## src/rtl/multicycle_ctrl_if.sv

```systemverilog
// Memory-side handshakes of the multi-cycle sequencer: the instruction
// fetch port and the data access port. The sequencer is the master.
interface multicycle_ctrl_if;
    logic        imem_req;
    logic        imem_ack;
    logic [31:0] imem_rdata;
    logic        dmem_req;
    logic        dmem_we;
    logic        dmem_ack;

    modport master (
        output imem_req,
        input  imem_ack,
        input  imem_rdata,
        output dmem_req,
        output dmem_we,
        input  dmem_ack
    );

    modport slave (
        input  imem_req,
        output imem_ack,
        output imem_rdata,
        input  dmem_req,
        input  dmem_we,
        output dmem_ack
    );
endinterface

```

## src/rtl/multicycle_ctrl.sv

```systemverilog
// Multi-cycle sequencer for the RV32I DataPath. Fetches through a req/ack
// handshake into an instruction register, steps FETCH/DECODE/EXEC/MEM/WB
// and drives every datapath control strobe, the data-memory handshake and
// the retired-instruction counter. Illegal opcodes park it in TRAP.
module multicycle_ctrl #(
    parameter logic [31:0] RESET_IR = 32'h0000_0013
) (
    input  logic              clk,
    input  logic              rst,
    multicycle_ctrl_if.master mem,
    output logic [31:0]       instr,
    input  logic [6:0]        op_code,
    input  logic [2:0]        f3,
    input  logic              f7,
    output logic              branch,
    output logic [1:0]        jump,
    output logic [1:0]        dato_s,
    output logic              reg_w,
    output logic              alu_s,
    output logic [2:0]        alu_op,
    output logic              trap,
    output logic [31:0]       instret,
    output logic [2:0]        state
);

    typedef enum logic [2:0] {
        S_FETCH  = 3'd0,
        S_DECODE = 3'd1,
        S_EXEC   = 3'd2,
        S_MEM    = 3'd3,
        S_WB     = 3'd4,
        S_TRAP   = 3'd7
    } state_t;

    typedef enum logic [3:0] {
        CL_R,
        CL_IALU,
        CL_LOAD,
        CL_STORE,
        CL_BRANCH,
        CL_JAL,
        CL_JALR,
        CL_LUI,
        CL_AUIPC,
        CL_ILLEGAL
    } iclass_t;

    localparam logic [1:0] JMP_HOLD = 2'b00;
    localparam logic [1:0] JMP_SEQ  = 2'b01;
    localparam logic [1:0] JMP_JAL  = 2'b10;
    localparam logic [1:0] JMP_JALR = 2'b11;

    localparam logic [1:0] WB_ALU  = 2'b00;
    localparam logic [1:0] WB_MEM  = 2'b01;
    localparam logic [1:0] WB_LINK = 2'b10;
    localparam logic [1:0] WB_IMM  = 2'b11;

    localparam logic [2:0] ALU_ADD    = 3'b000;
    localparam logic [2:0] ALU_FUNCT  = 3'b010;
    localparam logic [2:0] ALU_BRANCH = 3'b011;

    state_t      state_q, state_d;
    logic [31:0] ir_q;
    logic [31:0] instret_q;
    iclass_t     iclass;

    // Class-dependent ALU setup, shared by EXEC, MEM and WB.
    logic        cls_alu_s;
    logic [2:0]  cls_alu_op;

    // Ungated strobes; reset masking is applied at the output stage.
    logic        imem_req_c;
    logic        dmem_req_c;
    logic        dmem_we_c;
    logic        branch_c;
    logic        reg_w_c;
    logic        alu_s_c;
    logic        retire_c;
    logic [1:0]  jump_c;
    logic [1:0]  dato_s_c;
    logic [2:0]  alu_op_c;

    // funct3/funct7 only matter to the datapath's own ALU decoder; the
    // sequencer hands over with alu_op=010 and never inspects them.
    logic unused_funct;
    assign unused_funct = ^{f3, f7};

    // Classify the opcode the datapath decodes back from the IR.
    always_comb begin
        case (op_code)
            7'b0110011: iclass = CL_R;
            7'b0010011: iclass = CL_IALU;
            7'b0000011: iclass = CL_LOAD;
            7'b0100011: iclass = CL_STORE;
            7'b1100011: iclass = CL_BRANCH;
            7'b1101111: iclass = CL_JAL;
            7'b1100111: iclass = CL_JALR;
            7'b0110111: iclass = CL_LUI;
            7'b0010111: iclass = CL_AUIPC;
            default:    iclass = CL_ILLEGAL;
        endcase
    end

    // ALU operand/operation per instruction class.
    always_comb begin
        cls_alu_s  = 1'b0;
        cls_alu_op = ALU_ADD;
        case (iclass)
            CL_R:               begin cls_alu_s = 1'b0; cls_alu_op = ALU_FUNCT;  end
            CL_IALU:            begin cls_alu_s = 1'b1; cls_alu_op = ALU_FUNCT;  end
            CL_LOAD, CL_STORE:  begin cls_alu_s = 1'b1; cls_alu_op = ALU_ADD;    end
            CL_BRANCH:          begin cls_alu_s = 1'b0; cls_alu_op = ALU_BRANCH; end
            default:            begin cls_alu_s = 1'b0; cls_alu_op = ALU_ADD;    end
        endcase
    end

    // Next-state and strobe decode for the sequencer FSM.
    always_comb begin
        // NOTE: every signal gets a default before the case so that no path
        // leaves it unassigned; otherwise synthesis infers a latch.
        state_d    = state_q;
        imem_req_c = 1'b0;
        dmem_req_c = 1'b0;
        dmem_we_c  = 1'b0;
        branch_c   = 1'b0;
        reg_w_c    = 1'b0;
        alu_s_c    = 1'b0;
        alu_op_c   = ALU_ADD;
        jump_c     = JMP_HOLD;
        dato_s_c   = WB_ALU;
        retire_c   = 1'b0;

        case (state_q)
            S_FETCH: begin
                imem_req_c = 1'b1;
                if (mem.imem_ack) state_d = S_DECODE;
            end

            S_DECODE: begin
                state_d = (iclass == CL_ILLEGAL) ? S_TRAP : S_EXEC;
            end

            S_EXEC: begin
                alu_s_c  = cls_alu_s;
                alu_op_c = cls_alu_op;
                case (iclass)
                    CL_BRANCH: begin
                        branch_c = 1'b1;
                        jump_c   = JMP_SEQ;
                        retire_c = 1'b1;
                        state_d  = S_FETCH;
                    end
                    CL_LOAD, CL_STORE: state_d = S_MEM;
                    default:           state_d = S_WB;
                endcase
            end

            S_MEM: begin
                alu_s_c    = cls_alu_s;
                alu_op_c   = cls_alu_op;
                dmem_req_c = 1'b1;
                dmem_we_c  = (iclass == CL_STORE);
                if (mem.dmem_ack) begin
                    if (iclass == CL_STORE) begin
                        jump_c   = JMP_SEQ;
                        retire_c = 1'b1;
                        state_d  = S_FETCH;
                    end else begin
                        state_d = S_WB;
                    end
                end
            end

            S_WB: begin
                // ALU setup stays as in EXEC so the write-back value is the
                // ALU result; AUIPC falls through to add (PC + imm).
                alu_s_c  = cls_alu_s;
                alu_op_c = cls_alu_op;
                reg_w_c  = 1'b1;
                retire_c = 1'b1;
                state_d  = S_FETCH;
                jump_c   = JMP_SEQ;
                case (iclass)
                    CL_LOAD: dato_s_c = WB_MEM;
                    CL_JAL:  begin dato_s_c = WB_LINK; jump_c = JMP_JAL;  end
                    CL_JALR: begin dato_s_c = WB_LINK; jump_c = JMP_JALR; end
                    CL_LUI:  dato_s_c = WB_IMM;
                    default: dato_s_c = WB_ALU;
                endcase
            end

            S_TRAP: begin
                state_d = S_TRAP;
            end

            default: begin
                // Unused encodings recover into a fresh fetch.
                state_d = S_FETCH;
            end
        endcase
    end

    // State register, instruction register and retired-instruction counter.
    always_ff @(posedge clk) begin
        // NOTE: non-blocking assignments so every register samples the
        // values from before this edge, independent of statement order.
        if (rst) begin
            state_q   <= S_FETCH;
            ir_q      <= RESET_IR;
            instret_q <= '0;
        end else begin
            state_q <= state_d;
            if (state_q == S_FETCH && mem.imem_ack) ir_q <= mem.imem_rdata;
            if (retire_c) instret_q <= instret_q + 32'd1;
        end
    end

    // Reset masks every output so an aborted access or write never leaks out.
    always_comb begin
        if (rst) begin
            mem.imem_req = 1'b0;
            mem.dmem_req = 1'b0;
            mem.dmem_we  = 1'b0;
            instr        = '0;
            branch       = 1'b0;
            jump         = JMP_HOLD;
            dato_s       = WB_ALU;
            reg_w        = 1'b0;
            alu_s        = 1'b0;
            alu_op       = ALU_ADD;
            trap         = 1'b0;
            instret      = '0;
            state        = 3'd0;
        end else begin
            mem.imem_req = imem_req_c;
            mem.dmem_req = dmem_req_c;
            mem.dmem_we  = dmem_we_c;
            instr        = ir_q;
            branch       = branch_c;
            jump         = jump_c;
            dato_s       = dato_s_c;
            reg_w        = reg_w_c;
            alu_s        = alu_s_c;
            alu_op       = alu_op_c;
            trap         = (state_q == S_TRAP);
            instret      = instret_q;
            state        = state_q;
        end
    end

endmodule

```

## src/flat_wrapper.sv

```systemverilog
// flat-port wrapper written by rule: the top's interface ports become plain ports
module multicycle_ctrl_flat 
#(
    parameter logic [31:0] RESET_IR = 32'h0000_0013
)
  (clk, rst, instr, op_code, f3, f7, branch, jump, dato_s, reg_w, alu_s, alu_op, trap, instret, state, mem_imem_req, mem_imem_ack, mem_imem_rdata, mem_dmem_req, mem_dmem_we, mem_dmem_ack);
  multicycle_ctrl_if mem_i ();
  input  logic clk;
  input  logic rst;
  output logic [31:0] instr;
  input  logic [6:0] op_code;
  input  logic [2:0] f3;
  input  logic f7;
  output logic branch;
  output logic [1:0] jump;
  output logic [1:0] dato_s;
  output logic reg_w;
  output logic alu_s;
  output logic [2:0] alu_op;
  output logic trap;
  output logic [31:0] instret;
  output logic [2:0] state;
  output wire logic [$bits(mem_i.imem_req)-1:0] mem_imem_req;
  input wire logic [$bits(mem_i.imem_ack)-1:0] mem_imem_ack;
  input wire logic [$bits(mem_i.imem_rdata)-1:0] mem_imem_rdata;
  output wire logic [$bits(mem_i.dmem_req)-1:0] mem_dmem_req;
  output wire logic [$bits(mem_i.dmem_we)-1:0] mem_dmem_we;
  input wire logic [$bits(mem_i.dmem_ack)-1:0] mem_dmem_ack;
  assign mem_imem_req = mem_i.imem_req;
  assign mem_i.imem_ack = mem_imem_ack;
  assign mem_i.imem_rdata = mem_imem_rdata;
  assign mem_dmem_req = mem_i.dmem_req;
  assign mem_dmem_we = mem_i.dmem_we;
  assign mem_i.dmem_ack = mem_dmem_ack;
  multicycle_ctrl #(.RESET_IR(RESET_IR)) u_core (.clk(clk), .rst(rst), .mem(mem_i), .instr(instr), .op_code(op_code), .f3(f3), .f7(f7), .branch(branch), .jump(jump), .dato_s(dato_s), .reg_w(reg_w), .alu_s(alu_s), .alu_op(alu_op), .trap(trap), .instret(instret), .state(state));
endmodule
```

## config.mk

```make
export PLATFORM = sky130hd
export DESIGN_NAME = multicycle_ctrl_flat
export DESIGN_NICKNAME = d
export VERILOG_FILES = /design/src/rtl/multicycle_ctrl_if.sv /design/src/rtl/multicycle_ctrl.sv /design/src/flat_wrapper.sv
export SDC_FILE = /design/constraint.sdc
export NUM_CORES = 1
export LEC_CHECK = 0
export ABC_AREA = 1
export BUFFER_PORTS_ARGS = -buffer_cell sky130_fd_sc_hd__clkbuf_2
export CAP_MARGIN = 20
export CORE_MARGIN = 3
export CORE_UTILIZATION = 52
export DETAILED_ROUTE_END_ITERATION = 16
export HOLD_SLACK_MARGIN = 0.05
export PLACE_DENSITY = 0.81
export RECOVER_POWER = 100
export SETUP_SLACK_MARGIN = 0.3
export SLEW_MARGIN = 10
export SYNTH_ARGS = -nofsm -noshare
export SYNTH_HDL_FRONTEND = slang
export SYNTH_SLANG_ARGS = --single-unit
```

## constraint.sdc

```tcl
create_clock -name clk -period 1.6 [get_ports clk]
set_input_delay 0.32 -clock clk [delete_from_list [all_inputs] [get_ports clk]]
set_output_delay 0.32 -clock clk [all_outputs]
set_load 0.02 [all_outputs]
```

==> metrics.cfg, run 1 <==
[run_status]
status=stopped before the end
lastStage=4_1_cts
tool.error=[ERROR DPL-0038] Utilization greater than 100%, impossible to legalize

[floorplan]
rows=31
fp.dieW_um=94.6
io-pin-count=128
start_util_pct=54.9
die_h_um=94.6

[yosys]
synth_edf_count=0
syn-mean-instance-area_um2=5.92
yosysSeqAreaShare_pct=32.8
synth_nets=738
ys_warn_count=0
syn_inst=690
synth-async-reset-ratio_pct=0
synth_cell_types=31
synth-main-ff-cell=dfxtp_1
ys_seq_elements=67
syn-cell-area_um2=4090

[cts]
cts.sinks=67
cts.path.max_buffers=2
cts_made_buffers=9
cts-resized-gates=383
cts_setup_buffers=67
ctsHoldBuffers=0
htreeDepth=3
cts_root_buf=clkbuf_8

[placed_design]
numPortBuffers=122
gp_congestion=0.961
placed_cell_area_um2=5450
dp_hpwl_mm=8.93

-- synth_stat cells, types with 2 or more instances --
master    count  share of area (%)
inv_1        93                8.5
a21oi_1      62                7.6
nand2_2       3               0.46
o21ai_0      33                4.0
buf_6         4                1.1
nor3_1        4               0.49
nand3_1      32                3.9
a31oi_1       2               0.31
nor2_2        4               0.61
clkbuf_1     18                1.7
o21ai_1       2               0.25
xor2_1        7                1.5
buf_2         6               0.74
nor2_4        2               0.55
nand4_1      21                3.2
nand3_2       3               0.74
buf_1         3               0.28
inv_2         4               0.37
o211ai_1      3               0.55
dfxtp_1      67                 33
nor2_1      147                 14
nand2_1     161                 15
-- per-stage QoR --
stage / TNS [ns] / instances / setup WS, ns
after detailed placement: -3.50 / 917 / -0.279
after global placement: -1.78 / 917 / -0.168
after floorplan: 0 / 690 / 0.108
-- logic make-up after synthesis --
kind of cell | after synthesis | synth area share [%]
buffers and inverters | 129 | 12.9
AO/OA/AOI/OAI | 105 | 13.4
other | 1 | 0.0918
AND/OR/NAND/NOR | 380 | 39.1
adder cells (fa/ha/maj) | 1 | 0.306
flip-flops | 67 | 32.8
XOR/XNOR | 7 | 1.50
==> run 2: changes to the inputs <==
- CORE_UTILIZATION: 52 -> 40
- HOLD_SLACK_MARGIN: 0.05 -> unset
- PLACE_DENSITY: 0.81 -> unset
- PLACE_DENSITY_LB_ADDON: unset -> 0.15
- SETUP_SLACK_MARGIN: 0.3 -> unset
==> run 2 against run 1 <==
The flow now finishes, with violations (setup timing). Synthesized cell count is the same. Synthesized area is the same.
==> metrics.cfg, run 2 <==
[timing]
worstMarginPinSlew_ns=0.508
finalSetupViolCount=14
finalHoldViolCount=0
max_freq_mhz=539
setup_ws_ns=-0.255
fin_crit_ns=1.85
fin_skew_ns=0.00771
rsz0062_at_grt=yes
finalSetupTns_ns=-1.90
timing.final.crit_share_pct=116
slew_viol_final=0
maxSlewHeadroom_pct=66.1
holdWs_ns=0.195

[placed_design]
gp_congestion=0.902  ; -6.1%
dp_hpwl_mm=8.80  ; -1.4%
dpl.cell_count=959  ; +4.6%
numPortBuffers=122  ; unchanged
post-place-ws_ns=-0.278  ; +0.000352 ns

[yosys]
synth_edf_count=0  ; unchanged
synth_area_leader_cell=dfxtp_1
ys_seq_elements=67  ; unchanged
ys_warn_count=0  ; unchanged
synth_top_area_share_pct=32.8  ; unchanged
synth_nets=738  ; unchanged
synth.most_common_cell=nand2_1
synth_cell_types=31  ; unchanged
syn-mean-instance-area_um2=5.92  ; unchanged
synth-main-ff-cell=dfxtp_1
syn_inst=690  ; unchanged
synth_common_cells=nand2_1, nor2_1, inv_1, dfxtp_1, a21oi_1
synth-async-reset-ratio_pct=0  ; unchanged
syn-cell-area_um2=4090  ; unchanged
synth.area.top_cells=dfxtp_1, nand2_1, nor2_1, inv_1, a21oi_1
yosysSeqAreaShare_pct=32.8  ; unchanged

[floorplan]
die_h_um=107  ; +13%
start_util_pct=41.4  ; -13 points
die-area_um2=11500
rows=36  ; +16%
io-pin-count=128  ; unchanged
core_um2=9860
fp.dieW_um=107  ; +13%

[global_route]
grt_util_met1_pct=24.4
busiest_layer=met2
grt_pass1_wl_mm=19.5
use_met2_pct=36.1
grt_start_max_net_pins=60
antenna_found_initial=0
grt_overflow=0
grt_pass1_vias=4512
grtUsageMet3_pct=5.30
grt.total_usage_pct=20.8

[detailed_routing]
post_drt_via_cell_ratio=4.93
wirelength_mm=12.3
vias=4861
ant_nets=0
drt_iter0_markers=246
drtPass1Iterations=5
drc=0
detail_route.wl_per_cell_um=12.5

[pwr]
power_density_nw_per_um2=959
power.leakage_nw=2.56
vdd_drop_max_v=0.000719

[critical_path]
crit_arrival_ns=1.53
critPathRequiredTime_ns=1.28
start_kind=flip-flop
endpoint_kind=output pin
critPathMaxStageDelay_ns=0.37
critPathKind=reg -> out
crit_fanout=4
crit_family=flip-flops
cpMaxStageDelayCell=dfxtp_4
path_cells=nor2_4, nand2_4, buf_4, nand2_2, nand2_2, a21oi_2, clkbuf_8
worst_path_most_repeated_cell=nand2_2
cp_num_buf_inv=2

[run_status]
status=finished with violations
violations=setup timing

[final_layout]
fin_nets=896
drive_above_1_share_pct=31.1
seqCellArea_um2=1360
fin_util_pct=57.7
multiInputGateArea_um2=2400
area_growth_pct=39.3
final_cell_mix=nand2_1, nor2_1, clkbuf_2, inv_1, a21oi_1
n_fill_cell=984
final_common_cell=nand2_1
top_regs=u_core.instret_q: 32 flops, u_core.ir_q: 32 flops, u_core.state_q: 3 flops
n_antenna_cell=0
stdcell_count=986

[cts]
tritoncts=done
cts_made_buffers=9  ; unchanged
path_clk_slew_ns=0.09
cts.sinks=67  ; unchanged
ctsHoldBuffers=0  ; unchanged
insertion_delay_ns=0.35
htreeDepth=3  ; unchanged
cts_root_buf=clkbuf_8
cts.path.max_buffers=2  ; unchanged

[min_path]
hp-class=in -> reg

[flow_run]
cap_violations=0

run 2: repair_timing:
item | 4_1_cts | 5_1_grt
gates resized for setup | 45 | 53
endpoints found under the setup margin | 15 | 35
pin swaps | 9 | 12
setup buffers | 10 | 2
run 2: path summary, 6_finish.rpt:
| kind | start | to | slack (ns) | cells past startpoint |
|---|---|---|---|---|
| setup / recovery | u_core.state_q[0] | alu_op[1] | -0.25 | 7 |
| hold / removal | mem_imem_rdata[0] | u_core.ir_q[0] | 0.19 | 3 |
| setup reg to reg | u_core.state_q[2] | u_core.ir_q[4] | -0.08 | 7 |
| hold reg to reg | u_core.ir_q[29] | u_core.ir_q[29] | 0.46 | 2 |
run 2: power breakdown:
part	switching [W]	internal, W
Sequential	0.000119	0.00196
Combinational	0.00119	0.000677
Clock	0.000767	0.000750
Total	0.00207	0.00338
run 2: cell type report:
cell class                 instances  area share (%)
clock inverter                     7            1.47
clock buffer                       9            2.18
multi-input combinational        494            42.1
tap                              133            2.92
sequential                        67            23.9
inverter                          97            6.44
timing repair buffer             179            20.9
run 2: stage by stage:
step           power, W  cell area [µm²]
6_report        0.00546             5690
2_1_floorplan   0.00323             4120
3_3_place_gp    0.00377             5140
4_1_cts         0.00549             5560
3_5_place_dp    0.00380             5140
5_1_grt         0.00581             5690
run 2: routing by layer:
layer  wire length, µm  part of all wire (%)  up-vias
li1                  -                     -     2476
met5                 0                     0        -
met4               258                   2.1        0
met3               894                   7.3       20
met2              6020                    49      174
met1              5110                    42     2191
run 2: logic make-up (layout without fill, tap and decap cells):
group	Yosys count	in the layout	share of synthesized area, %
and+or+nand+nor	380	380	39.1
DFF	67	67	32.8
adders and majority gates	1	1	0.306
other	1	1	0.0918
buffers and inverters	129	292	12.9
AOI/OAI and AO/OA	105	105	13.4
xor gates and xnor gates	7	7	1.50
run 2: tightest hold or removal path, stage by stage:
cell	delay, ns
clkbuf_2	0.07
nand2_1	0.04
o211ai_1	0.07
Note: power is estimated with default switching activity, not from simulation.
==> run 3: changes to the inputs <==
- CORE_ASPECT_RATIO: unset -> 2
- CTS_BUF_LIST: unset -> sky130_fd_sc_hd__clkbuf_16
==> run 3 against run 2 <==
The run still ends with setup timing left. Clock skew shrank 0.0014 ns. Core utilization increased by 2.8 points. Die area rose by 0.64%. Register-to-register slack improved by 0.04 ns. Clock power up 39%. Critical path depth stayed put. Power increased by 14%. Largest power group is now clock.
==> metrics.cfg, run 3 (synthesized netlist as in run 2, its figures left out) <==
[run_status]
status=finished with violations
violations=setup timing

[global_route]
grt_pass1_vias=4809  ; +6.6%
grtUsageMet3_pct=3.93  ; -1.4 points
grt_pass1_wl_mm=21.8  ; +12%
busiest_layer=met2
grt_overflow=0  ; unchanged
use_met2_pct=45.9  ; +9.9 points
grt_util_met1_pct=23.0  ; -1.4 points
antenna_found_initial=0  ; unchanged
grt.total_usage_pct=23.8  ; +3.0 points
grt_start_max_net_pins=60  ; unchanged

[timing]
worstMarginPinSlew_ns=0.518  ; +0.00978 ns
fin_skew_ns=0.00629  ; -0.00141 ns
maxSlewHeadroom_pct=65.5  ; -0.65 points
max_freq_mhz=561  ; +4.1%
fin_crit_ns=1.78  ; -0.0725 ns
finalHoldViolCount=0  ; unchanged
finalSetupViolCount=15  ; +1
slew_viol_final=0  ; unchanged
finalSetupTns_ns=-1.44  ; +0.456 ns
rsz0062_at_grt=yes
timing.final.crit_share_pct=111  ; -4.5 points
setup_ws_ns=-0.182  ; +0.0725 ns

[critical_path]
regToRegSetupSlack_ns=-0.04  ; +0.04 ns
path_cells=nor2_4, nand2_4, buf_4, nand2_2, nand2_2, a21oi_2, clkbuf_8
start_kind=flip-flop
rr_endpoint=u_core.ir_q[4]
worst_path_most_repeated_cell=nand2_2
r2r-start=u_core.state_q[2]
critPathRequiredTime_ns=1.28  ; about the same
endpoint_kind=output pin
crit_arrival_ns=1.46  ; -0.07 ns
critPathMaxStageDelay_ns=0.36  ; about the same
critPathKind=reg -> out
cpMaxStageDelayCell=dfxtp_4
crit_fanout=4  ; unchanged
reg2reg_depth=7  ; unchanged

[detailed_routing]
drt_iter0_markers=256  ; +4.1%
wirelength_mm=13.7  ; +12%
drtPass1Iterations=4  ; -1
vias=4930  ; +1.4%
ant_nets=0  ; unchanged
drc=0  ; unchanged
post_drt_via_cell_ratio=4.94  ; +0.20%
detail_route.wl_per_cell_um=13.8  ; +10%

[final_layout]
top_regs=u_core.instret_q: 32 flops, u_core.ir_q: 32 flops, u_core.state_q: 3 flops
fin_nets=909  ; +1.5%
n_antenna_cell=0  ; unchanged
drive_above_1_share_pct=30.8  ; -0.24 points
final_cell_mix=nand2_1, nor2_1, clkbuf_2, inv_1, dfxtp_1
area_growth_pct=45.4
design_area_um2=5940  ; +4.4%
fin_util_pct=60.5  ; +2.8 points
final_common_cell=nand2_1

[cts]
tritoncts=done
cts_root_buf=clkbuf_16
path_clk_slew_ns=0.06  ; -0.03 ns
cts.sinks=67  ; unchanged
cts_made_buffers=9  ; unchanged
htreeDepth=3  ; unchanged
insertion_delay_ns=0.33  ; -0.02 ns
ctsHoldBuffers=0  ; unchanged
cts.path.max_buffers=2  ; unchanged

[placed_design]
gp_congestion=0.940  ; +4.1%
dp_hpwl_mm=10.2  ; +16%
numPortBuffers=122  ; unchanged
placed_cell_area_um2=5160  ; +0.37%

[floorplan]
start_util_pct=41.6  ; +0.16 points
core_um2=9830  ; -0.38%
io-pin-count=128  ; unchanged
rows=51  ; +42%
die-area_um2=11500  ; +0.64%
fp.dieW_um=77.5  ; -28%
die_h_um=149  ; +39%

[min_path]
hp-class=in -> reg
holdCritStartpoint=mem_imem_rdata[0]
hold_depth=3  ; unchanged
whs_endpoint=u_core.ir_q[0]

[pwr]
power_density_nw_per_um2=1050  ; +9.0%
power.leakage_nw=2.62  ; +2.2%
vdd_drop_max_v=0.000812  ; +13%

[flow_run]
cap_violations=0  ; unchanged

run 3: cell types whose count changed in the layout (fill, tap and decap cells not counted), sizes merged:
cell      previous run  this run
buf                 65        72
clkinvlp             1         2
clkbuf             123       129
inv                101        98
clkinv               1         2
bufinv               1         2
run 3: worst max-delay path: cells and delay by family (launching register included):
family | cells | cell delay, ns
and+or+nand+nor | 4 | 0.35
buffers and inverters | 2 | 0.31
AOI/OAI and AO/OA | 1 | 0.12
DFF | 1 | 0.36
run 3: worst max-delay path by stage:
stage | cells after the start | slack, ns | from | end
floorplan | 5 | -0.03 | rst | alu_op[0]
global placement | 9 | -0.26 | op_code[3] | alu_s
detailed placement | 9 | -0.30 | op_code[3] | alu_s
CTS | 8 | -0.21 | u_core.state_q[1] | jump[1]
global route | 7 | -0.24 | u_core.state_q[0] | alu_op[1]
finish | 7 | -0.18 | u_core.state_q[0] | alu_op[1]
run 3: layout make-up:
cell class                 instances  area [µm²]
timing repair buffer             192        1250
fill                             971        3890
multi-input combinational        494        2470
inverter                          97         369
clock buffer                       9         225
tap                              132         165
clock inverter                     7        91.3
sequential                        67        1360
run 3: power by group:
part	switching, W	internal (W)	total [W]	leakage (nW)
combinational	0.00125	0.000754	0.00201	1.92
clock	0.000759	0.00136	0.00212	0.147
sequential	0.000122	0.00196	0.00209	0.553
total	0.00213	0.00408	0.00621	2.62
run 3: metrics by stage:
step | setup WS (ns) | total power (W) | std cells | hold WS [ns]
6_report | -0.182 | 0.00621 | 998 | 0.225
2_1_floorplan | -0.0253 | 0.00323 | 690 | 0.430
4_1_cts | -0.206 | 0.00621 | 992 | 0.214
3_5_place_dp | -0.301 | 0.00381 | 964 | 0.441
5_1_grt | -0.243 | 0.00655 | 998 | 0.224
3_3_place_gp | -0.256 | 0.00377 | 964 | 0.437
run 3: layer usage:
layer / wire (µm) / vias to the layer above / part of all wire [%]
met5: 0 / - / 0
met4: 640 / 0 / 4.7
met3: 684 / 35 / 5.0
met2: 7630 / 164 / 56
met1: 4780 / 2222 / 35
li1: - / 2509 / -
run 3: timing repair:
item	in CTS	in global routing
cloned	2	0
pin swaps	13	23
setup buffers	11	10
resized for setup	59	74
endpoints found under the setup margin	29	45
